### config.mk
export PLATFORM = sky130hd
export DESIGN_NAME = alu_arbiter
export DESIGN_NICKNAME = d
export VERILOG_FILES = /design/src/rtl/alu_pkg.sv /design/src/rtl/alu.sv /design/src/rtl/alu_arbiter.sv
export SDC_FILE = /design/constraint.sdc
export NUM_CORES = 1
export LEC_CHECK = 0
export BUFFER_PORTS_ARGS = -buffer_cell sky130_fd_sc_hd__buf_2
export CORE_MARGIN = 10
export CORE_UTILIZATION = 57
export DETAILED_ROUTE_END_ITERATION = 10
export GPL_TIMING_DRIVEN = 0
export PLACE_DENSITY = 0.87
export REMOVE_ABC_BUFFERS = 1
export SLEW_MARGIN = 20
export SYNTH_ARGS = -nofsm -noshare
export SYNTH_HDL_FRONTEND = slang
export SYNTH_SLANG_ARGS = --single-unit
### constraint.sdc
create_clock -name CLK -period 8.64 [get_ports CLK]
set_input_delay 0.432 -clock CLK [delete_from_list [all_inputs] [get_ports CLK]]
set_output_delay 0.432 -clock CLK [all_outputs]
set_load 0.02 [all_outputs]
### src/rtl/alu_pkg.sv
// rtl/alu_pkg.sv - opcodes, FSM states and opcode legality helper for the shared ALU arbiter
package alu_pkg;

  localparam logic [3:0] ALU_AND = 4'b0000;
  localparam logic [3:0] ALU_OR  = 4'b0001;
  localparam logic [3:0] ALU_ADD = 4'b0010;
  localparam logic [3:0] ALU_SUB = 4'b0110;

  typedef enum logic [1:0] {
    IDLE = 2'd0,
    EXEC = 2'd1,
    RESP = 2'd2
  } state_e;

  function automatic logic is_legal_op(input logic [3:0] op);
    return (op == ALU_AND) || (op == ALU_OR) || (op == ALU_ADD) || (op == ALU_SUB);
  endfunction

endpackage

### src/rtl/alu.sv
// rtl/alu.sv - combinational ALU; unknown opcodes produce all-ones
module alu
  import alu_pkg::*;
#(
  parameter int WIDTH = 32
) (
  input  logic [WIDTH-1:0] a,
  input  logic [WIDTH-1:0] b,
  input  logic [3:0]       op,
  output logic [WIDTH-1:0] result
);

  always_comb begin
    result = '1;
    case (op)
      ALU_AND: result = a & b;
      ALU_OR:  result = a | b;
      ALU_ADD: result = a + b;
      ALU_SUB: result = a - b;
      default: result = '1;
    endcase
  end

endmodule

### src/rtl/alu_arbiter.sv
// rtl/alu_arbiter.sv - round-robin sharing of one registered-in/registered-out ALU between two requesters
module alu_arbiter
  import alu_pkg::*;
#(
  parameter int WIDTH = 32
) (
  input  logic             CLK,
  input  logic             RST,
  input  logic             REQ0_VALID,
  output logic             REQ0_READY,
  input  logic [WIDTH-1:0] REQ0_A,
  input  logic [WIDTH-1:0] REQ0_B,
  input  logic [3:0]       REQ0_OP,
  input  logic             REQ1_VALID,
  output logic             REQ1_READY,
  input  logic [WIDTH-1:0] REQ1_A,
  input  logic [WIDTH-1:0] REQ1_B,
  input  logic [3:0]       REQ1_OP,
  output logic             RSP0_VALID,
  input  logic             RSP0_READY,
  output logic [WIDTH-1:0] RSP0_RESULT,
  output logic             RSP0_ILLEGAL,
  output logic             RSP1_VALID,
  input  logic             RSP1_READY,
  output logic [WIDTH-1:0] RSP1_RESULT,
  output logic             RSP1_ILLEGAL,
  output logic             BUSY
);

  state_e           state_q, state_d;
  logic             last_grant_q, last_grant_d;
  logic             owner_q, owner_d;
  logic [WIDTH-1:0] a_q, a_d;
  logic [WIDTH-1:0] b_q, b_d;
  logic [3:0]       op_q, op_d;
  logic [WIDTH-1:0] result_q, result_d;
  logic             illegal_q, illegal_d;

  logic [WIDTH-1:0] alu_result;
  logic             grant_valid;
  logic             grant_sel;
  logic             owner_rsp_ready;

  alu #(.WIDTH(WIDTH)) u_alu (
    .a      (a_q),
    .b      (b_q),
    .op     (op_q),
    .result (alu_result)
  );

  // Contended grants go to whoever did not win last; RST masks grants so no handshake is claimed.
  always_comb begin
    grant_valid = 1'b0;
    grant_sel   = 1'b0;
    if (state_q == IDLE && !RST) begin
      if (REQ0_VALID && REQ1_VALID) begin
        grant_valid = 1'b1;
        grant_sel   = ~last_grant_q;
      end else if (REQ0_VALID) begin
        grant_valid = 1'b1;
        grant_sel   = 1'b0;
      end else if (REQ1_VALID) begin
        grant_valid = 1'b1;
        grant_sel   = 1'b1;
      end
    end
  end

  assign REQ0_READY = grant_valid && !grant_sel;
  assign REQ1_READY = grant_valid && grant_sel;

  assign owner_rsp_ready = owner_q ? RSP1_READY : RSP0_READY;

  always_comb begin
    state_d      = state_q;
    last_grant_d = last_grant_q;
    owner_d      = owner_q;
    a_d          = a_q;
    b_d          = b_q;
    op_d         = op_q;
    result_d     = result_q;
    illegal_d    = illegal_q;
    case (state_q)
      IDLE: begin
        if (grant_valid) begin
          owner_d      = grant_sel;
          last_grant_d = grant_sel;
          a_d          = grant_sel ? REQ1_A  : REQ0_A;
          b_d          = grant_sel ? REQ1_B  : REQ0_B;
          op_d         = grant_sel ? REQ1_OP : REQ0_OP;
          state_d      = EXEC;
        end
      end
      EXEC: begin
        result_d  = alu_result;
        illegal_d = !is_legal_op(op_q);
        state_d   = RESP;
      end
      RESP: begin
        if (owner_rsp_ready) begin
          state_d = IDLE;
        end
      end
      default: state_d = IDLE;
    endcase
  end

  always_ff @(posedge CLK) begin
    if (RST) begin
      state_q      <= IDLE;
      last_grant_q <= 1'b1;
      owner_q      <= 1'b0;
      a_q          <= '0;
      b_q          <= '0;
      op_q         <= '0;
      result_q     <= '0;
      illegal_q    <= 1'b0;
    end else begin
      state_q      <= state_d;
      last_grant_q <= last_grant_d;
      owner_q      <= owner_d;
      a_q          <= a_d;
      b_q          <= b_d;
      op_q         <= op_d;
      result_q     <= result_d;
      illegal_q    <= illegal_d;
    end
  end

  // Both requesters see the shared result registers; only RSPx_VALID qualifies them.
  assign RSP0_VALID   = (state_q == RESP) && !owner_q;
  assign RSP1_VALID   = (state_q == RESP) && owner_q;
  assign RSP0_RESULT  = result_q;
  assign RSP1_RESULT  = result_q;
  assign RSP0_ILLEGAL = illegal_q;
  assign RSP1_ILLEGAL = illegal_q;
  assign BUSY         = (state_q != IDLE);

endmodule

# Yosys cells after proc, flatten, opt, wreduce, memory -nomap -nowiden
# Index checks and enable logic that the tools add are counted.
dict set report word_totals {
  output_inout_bits 71
  ff_bits 105
  word_cells 53
}
dict set report op_classes {
  reduce_logical 18
  n_bitwise 3
  eq_ne 7
  n_addsub 2
  n_mux 15
}
# operator count
set op_table {}
lappend op_table {{$pmux W32 S4} 1}
lappend op_table {{$mux W32} 2}
lappend op_table {{$add A32 B32 Y32} 1}
lappend op_table {{$and A32 B32 Y32} 1}
lappend op_table {{$or A32 B32 Y32} 1}
lappend op_table {{$sub A32 B32 Y32} 1}
lappend op_table {{$mux W1} 8}
lappend op_table {{$logic_and A1 B1 Y1} 6}
lappend op_table {{$pmux W2 S3} 1}
lappend op_table {{$eq A4 B1 Y1 const B} 1}
lappend op_table {{$eq A4 B2 Y1 const B} 1}
lappend op_table {{$eq A4 B3 Y1 const B} 1}
lappend op_table {{$logic_not A1 Y1} 4}
lappend op_table {{$logic_not A4 Y1} 1}
lappend op_table {{$mux W2} 2}
lappend op_table {{$mux W4} 1}
lappend op_table {{$ne A2 B2 Y1 const B} 2}
lappend op_table {{$reduce_and A2 Y1} 2}
lappend op_table {{$logic_or A1 B1 Y1} 3}
lappend op_table {{$eq A2 B1 Y1 const B} 1}
lappend op_table {{$eq A2 B2 Y1 const B} 1}
lappend op_table {{$logic_not A2 Y1} 1}
lappend op_table {{$reduce_bool A2 Y1} 1}
lappend op_table {{$not A1 Y1} 1}

# Depth between registers and ports, before layout
dict set report depth {
  depth_word 6
  ltp_mapped 18
  mapped_depth_nobuf 16
}

# Modules after synthesis
# Synthesis repeated with hierarchy kept, for this count alone.
dict set report unflattened {
  cells_unflattened 942
  area_unflattened_um2 7567.3
}
# mod cells_per_inst area_per_inst_um2 instances seq_area_each_um2
set by_module_without_submodules {}
lappend by_module_without_submodules {alu_arbiter 479 4424.2 1 2102.0}
lappend by_module_without_submodules {alu 463 3143.0 1 0.0}

# Least setup slack after synthesis
# OpenSTA, ideal clock, no wires.
dict set report synth_path {
  kind {register to register}
  from {reg op_q[0]}
  to {reg result_q[31] (netlist: RSP0_RESULT[31])}
  setup_slack_ns 4.397
  t_required_ns 8.518
  stages_incl_launch_ff 17
  t_arrival_ns 4.121
  path_cell_list {dfxtp_1 > clkbuf_1 > nor3b_1 > and2_1 > clkbuf_1 > a21oi_1 > xnor2_1 > ha_1 > a21oi_1 > nor3_1 > or4_1 > o21ai_0 > o31ai_1 > a41o_1 > o21a_1 > and4_2 > o32a_1}
}
dict set report synth_between {
  elab_chain_len 2
  elab_cells_between_ends 5
}
# item line
set synth_lines {}
lappend synth_lines {{start: declaration} alu_arbiter.sv:35} ;# logic [3:0] op_q, op_d;
lappend synth_lines {{start signal: assignment} alu_arbiter.sv:124} ;# op_q <= op_d;
lappend synth_lines {{$eq A4 B3 Y1 (tied with other cells)} alu.sv:15} ;# case (op)
lappend synth_lines {{$pmux W32 S4 (*)} alu.sv:15}
lappend synth_lines {{end signal: assignment} alu_arbiter.sv:125} ;# result_q <= result_d;
lappend synth_lines {{end: declaration} alu_arbiter.sv:36} ;# logic [WIDTH-1:0] result_q, result_d;
# Mark *: on every way between the ends. The rest lies on a longest branch, timed or not.
# A chain may end at the register's enable or synchronous reset.

# Worst setup path in the final report
# Same ends and word-level chain as after synthesis.

==> impl_results.md <==
* Die height at 131.5 um
* Period minus WS final at 5.245 ns
* Vias in the first global route at 7145
* RSZ-0062 raised after global routing: no
* Row count at 40
* Fin crit share at 60.70%
* Core ar. at 12110 um2
* DP Wirelength at 16140 um
* Slowest stage delay, CP at 0.66 ns
* Max frequency at 190.7 MHz
* Synth Area per Inst at 7.841 um2
* Commonest cells after routing, fill and taps aside: 211 x buf_2, 125 x a21oi_1, 104 x dfxtp_1, 101 x nand2_1, 68 x a22oi_1
* Post-Synthesis Cells at 903
* Syn Std Cell Area at 7081 um2
* Max VDD drop at 145.2 uV
* Leakage at 3.934 nW
* Commonest non-fill, non-tap cell in the layout: buf_2
* Number of synthesized flops with an enable pin at 0
* Setup Buffers After CTS at 0
* Die footprint at 17280 um2
* Avg Vias per Cell at 6.051
* Largest net degree at the start of global routing at 59
* CP arrival at 5.51 ns
* Slew Limit Fails at 0
* Port Buf Inserts at 212
* Max_cap viols at 0
* Clock latency on the worst-skew pair at 0.37 ns
* Fill cell count at 1028
* Starting DRT DRC Count at 556
* WS Path Type: reg2reg
* CTS root buf: clkbuf_16
* Post-CTS Hold Fix Bufs at 0
* Multi-input logic area at 4503 um2
* CTS resizes at 0
* TritonCTS clock tree: built
* Via total after detailed routing at 7364
* FF/Latch Area at 2103 um2
* Routed Antenna Nets at 0
* CTS Sinks at 105
* DRC viols at 0
* Total clock buffers created by CTS at 9
* I/O pin count at 213
* Layout area overhead at 20.29%
* Status: completed
* Combinational family with the most area after synthesis: compound AO/OA/AOI/OAI gates
* First-pass GRT wire length at 35320 um
* Post-synthesis xor/xnor area fraction at 6.061%
* Fin nets at 1221
* Power, Total at 0.001682 W
* Total power divided by cell area at 197.5 nW/um2
* Post-synthesis mux area share at 0.6008%
* Synth Area in Simple Gates at 17.11%
* Initial antenna violation count at 1
* CP max FO at 19
* Clock slew at reported path FFs at 0.07 ns
* # H-tree levels at 3
* GRT Resource Usage Total at 23.89%
* Yosys reg bits at 105
* Final Setup Violations at 0
* Register area share after synthesis at 29.69%
* Die width at 131.5 um
* Gr ovfl total at 0
* Adder-Cell Fraction of Synth Area at 10.53%
* Clock Skew at 0.01282 ns
* Worst Max-Slew Pin Slew at 0.8593 ns
* Layout cells sized above 1 at 24.81%
* Hold Fails Final Rpt at 0
* DRT Wirelength at 21920 um
* Share of synthesized flip-flops with an asynchronous set or reset at 0%
* Yosys warns at 0
* Clock buffer depth at 2
* PnR worst setup slack at 3.395 ns
* Post-synthesis compound-gate area fraction at 28.47%
* Initial Util at 58.46%
* Crit-path slowest cell: nor3b_2
* Crit. End Element: flip-flop
* Hold Crit Class: in2reg
* Worst Setup Start Kind: flip-flop
* DR pass1 iterations at 5
* Worst slack at placement at 3.439 ns
* Worst EP required at 8.90 ns
* Most used DFF post-synth: dfxtp_1
* Synth cell types at 60
* CP cell instances: nor3b_2, and2_1, a31oi_1, xnor2_1, ha_1, a21oi_1, a21boi_0, or4_1, o21ai_0, o31ai_1, a41o_1, o21a_1, and4_2, o32a_1
* Rel. slew slack at 42.57%
* Wirelength per Cell at 18.01 um
* Gpl congestion at 0.9139
path summary, 6_finish.rpt:
check,from,end,slack (ns),cells past startpoint
setup reg to reg,op_q[0],RSP0_RESULT[31],3.40,14
setup / recovery,op_q[0],RSP0_RESULT[31],3.40,14
hold reg to reg,last_grant_q,last_grant_q,0.47,1
hold / removal,REQ0_A[24],a_q[24],0.29,3
final cells by class:
type / instances / area share, %
multi-input cells: 689 / 52.87
flip-flops and latches: 105 / 24.70
repair buffers: 226 / 15.70
clock buffers: 12 / 2.894
well taps: 168 / 2.468
clock inverters: 3 / 0.7639
inverters: 13 / 0.5729
diodes: 1 / 0.02938
cell usage after synthesis (3+ instances only):
| library cell | instances | area, um2 |
|---|---|---|
| and2_1 | 4 | 25.02 |
| buf_4 | 33 | 247.7 |
| a211o_1 | 8 | 70.07 |
| xor2_1 | 30 | 262.8 |
| nor3b_1 | 3 | 22.52 |
| clkbuf_1 | 58 | 217.7 |
| a211oi_1 | 8 | 60.06 |
| nand3b_1 | 4 | 30.03 |
| buf_1 | 4 | 15.01 |
| xnor2_1 | 19 | 166.4 |
| nor3_1 | 23 | 115.1 |
| o21ai_0 | 27 | 135.1 |
| o21a_1 | 4 | 30.03 |
| a22oi_1 | 68 | 510.5 |
| nor4_1 | 6 | 37.54 |
| and3_1 | 9 | 56.30 |
| or3_1 | 5 | 31.28 |
| o21bai_1 | 5 | 37.54 |
| nand3_1 | 15 | 75.07 |
| o22ai_1 | 3 | 18.77 |
| a21o_1 | 19 | 142.6 |
| dfxtp_1 | 105 | 2102 |
| nand2b_1 | 4 | 25.02 |
| ha_1 | 34 | 425.4 |
| nand4_1 | 4 | 25.02 |
| inv_1 | 13 | 48.80 |
| o41ai_1 | 4 | 35.03 |
| o31ai_1 | 5 | 37.54 |
| nor2b_1 | 11 | 68.82 |
| a31oi_1 | 7 | 43.79 |
| nor2_1 | 56 | 210.2 |
| maj3_1 | 30 | 300.3 |
| nand2_1 | 101 | 379.1 |
| a221oi_1 | 17 | 148.9 |
| a21oi_1 | 125 | 625.6 |
per-stage QoR:
stage | cell area [um2] | utilization (%) | instances | hold slack (ns) | TNS, ns
after floorplan | 6595 | - | 807 | 0.4353 | 0
after global placement | 7866 | 64.95 | 1187 | 0.4442 | -101.58
after detailed placement | 8197 | 67.68 | 1201 | 0.4603 | 0
after CTS | 8508 | 70.25 | 1216 | 0.2936 | 0
after global routing | 8514 | 70.30 | 1216 | 0.3106 | 0
final | 8517 | 70.32 | 1217 | 0.2932 | 0
kinds of logic (layout without fill, tap and decap cells):
| logic type | count (synthesis) | in the layout |
|---|---|---|
| other | 0 | 1 |
| buffers and inverters | 109 | 254 |
| xor gates and xnor gates | 49 | 49 |
| and+or+nand+nor | 257 | 257 |
| AOI/OAI and AO/OA | 314 | 314 |
| muxes | 4 | 4 |
| DFF | 105 | 105 |
| adders and majority gates | 65 | 65 |
where the power goes:
| group | leakage (nW) | internal [W] | switching (W) |
|---|---|---|---|
| sequential | 0.862 | 0.000531 | 0.0000552 |
| clock | 0.153 | 0.000260 | 0.000185 |
| combinational | 2.92 | 0.000270 | 0.000381 |
| total | 3.93 | 0.00106 | 0.000621 |
sequential cells by signal, summed over array words and instances (netlist names):
| register | cells |
|---|---|
| op_q | 4 |
| RSP0_RESULT | 32 |
| b_q | 32 |
| RSP0_ILLEGAL | 1 |
| state_q | 2 |
| owner_q | 1 |
| last_grant_q | 1 |
| a_q | 32 |
routing by layer:
| metal | up-vias | GRT usage, % | routed length [um] |
|---|---|---|---|
| met5 | - | 0 | 0 |
| li1 | 3554 | - | - |
| met2 | 313 | 38.42 | 10080 |
| met1 | 3460 | 29.74 | 9541 |
| met3 | 37 | 7.127 | 1821 |
| met4 | 0 | 8.220 | 479 |
critical path: cells and delay by family (launching register included):
family                   cells  cell delay, ns
XOR/XNOR                     1            0.18
AO/OA/AOI/OAI                8            2.12
flip-flops                   1            0.49
AND/OR/NAND/NOR              4            1.96
adder cells (fa/ha/maj)      1            0.37
(Power assumes the default switching activity.)
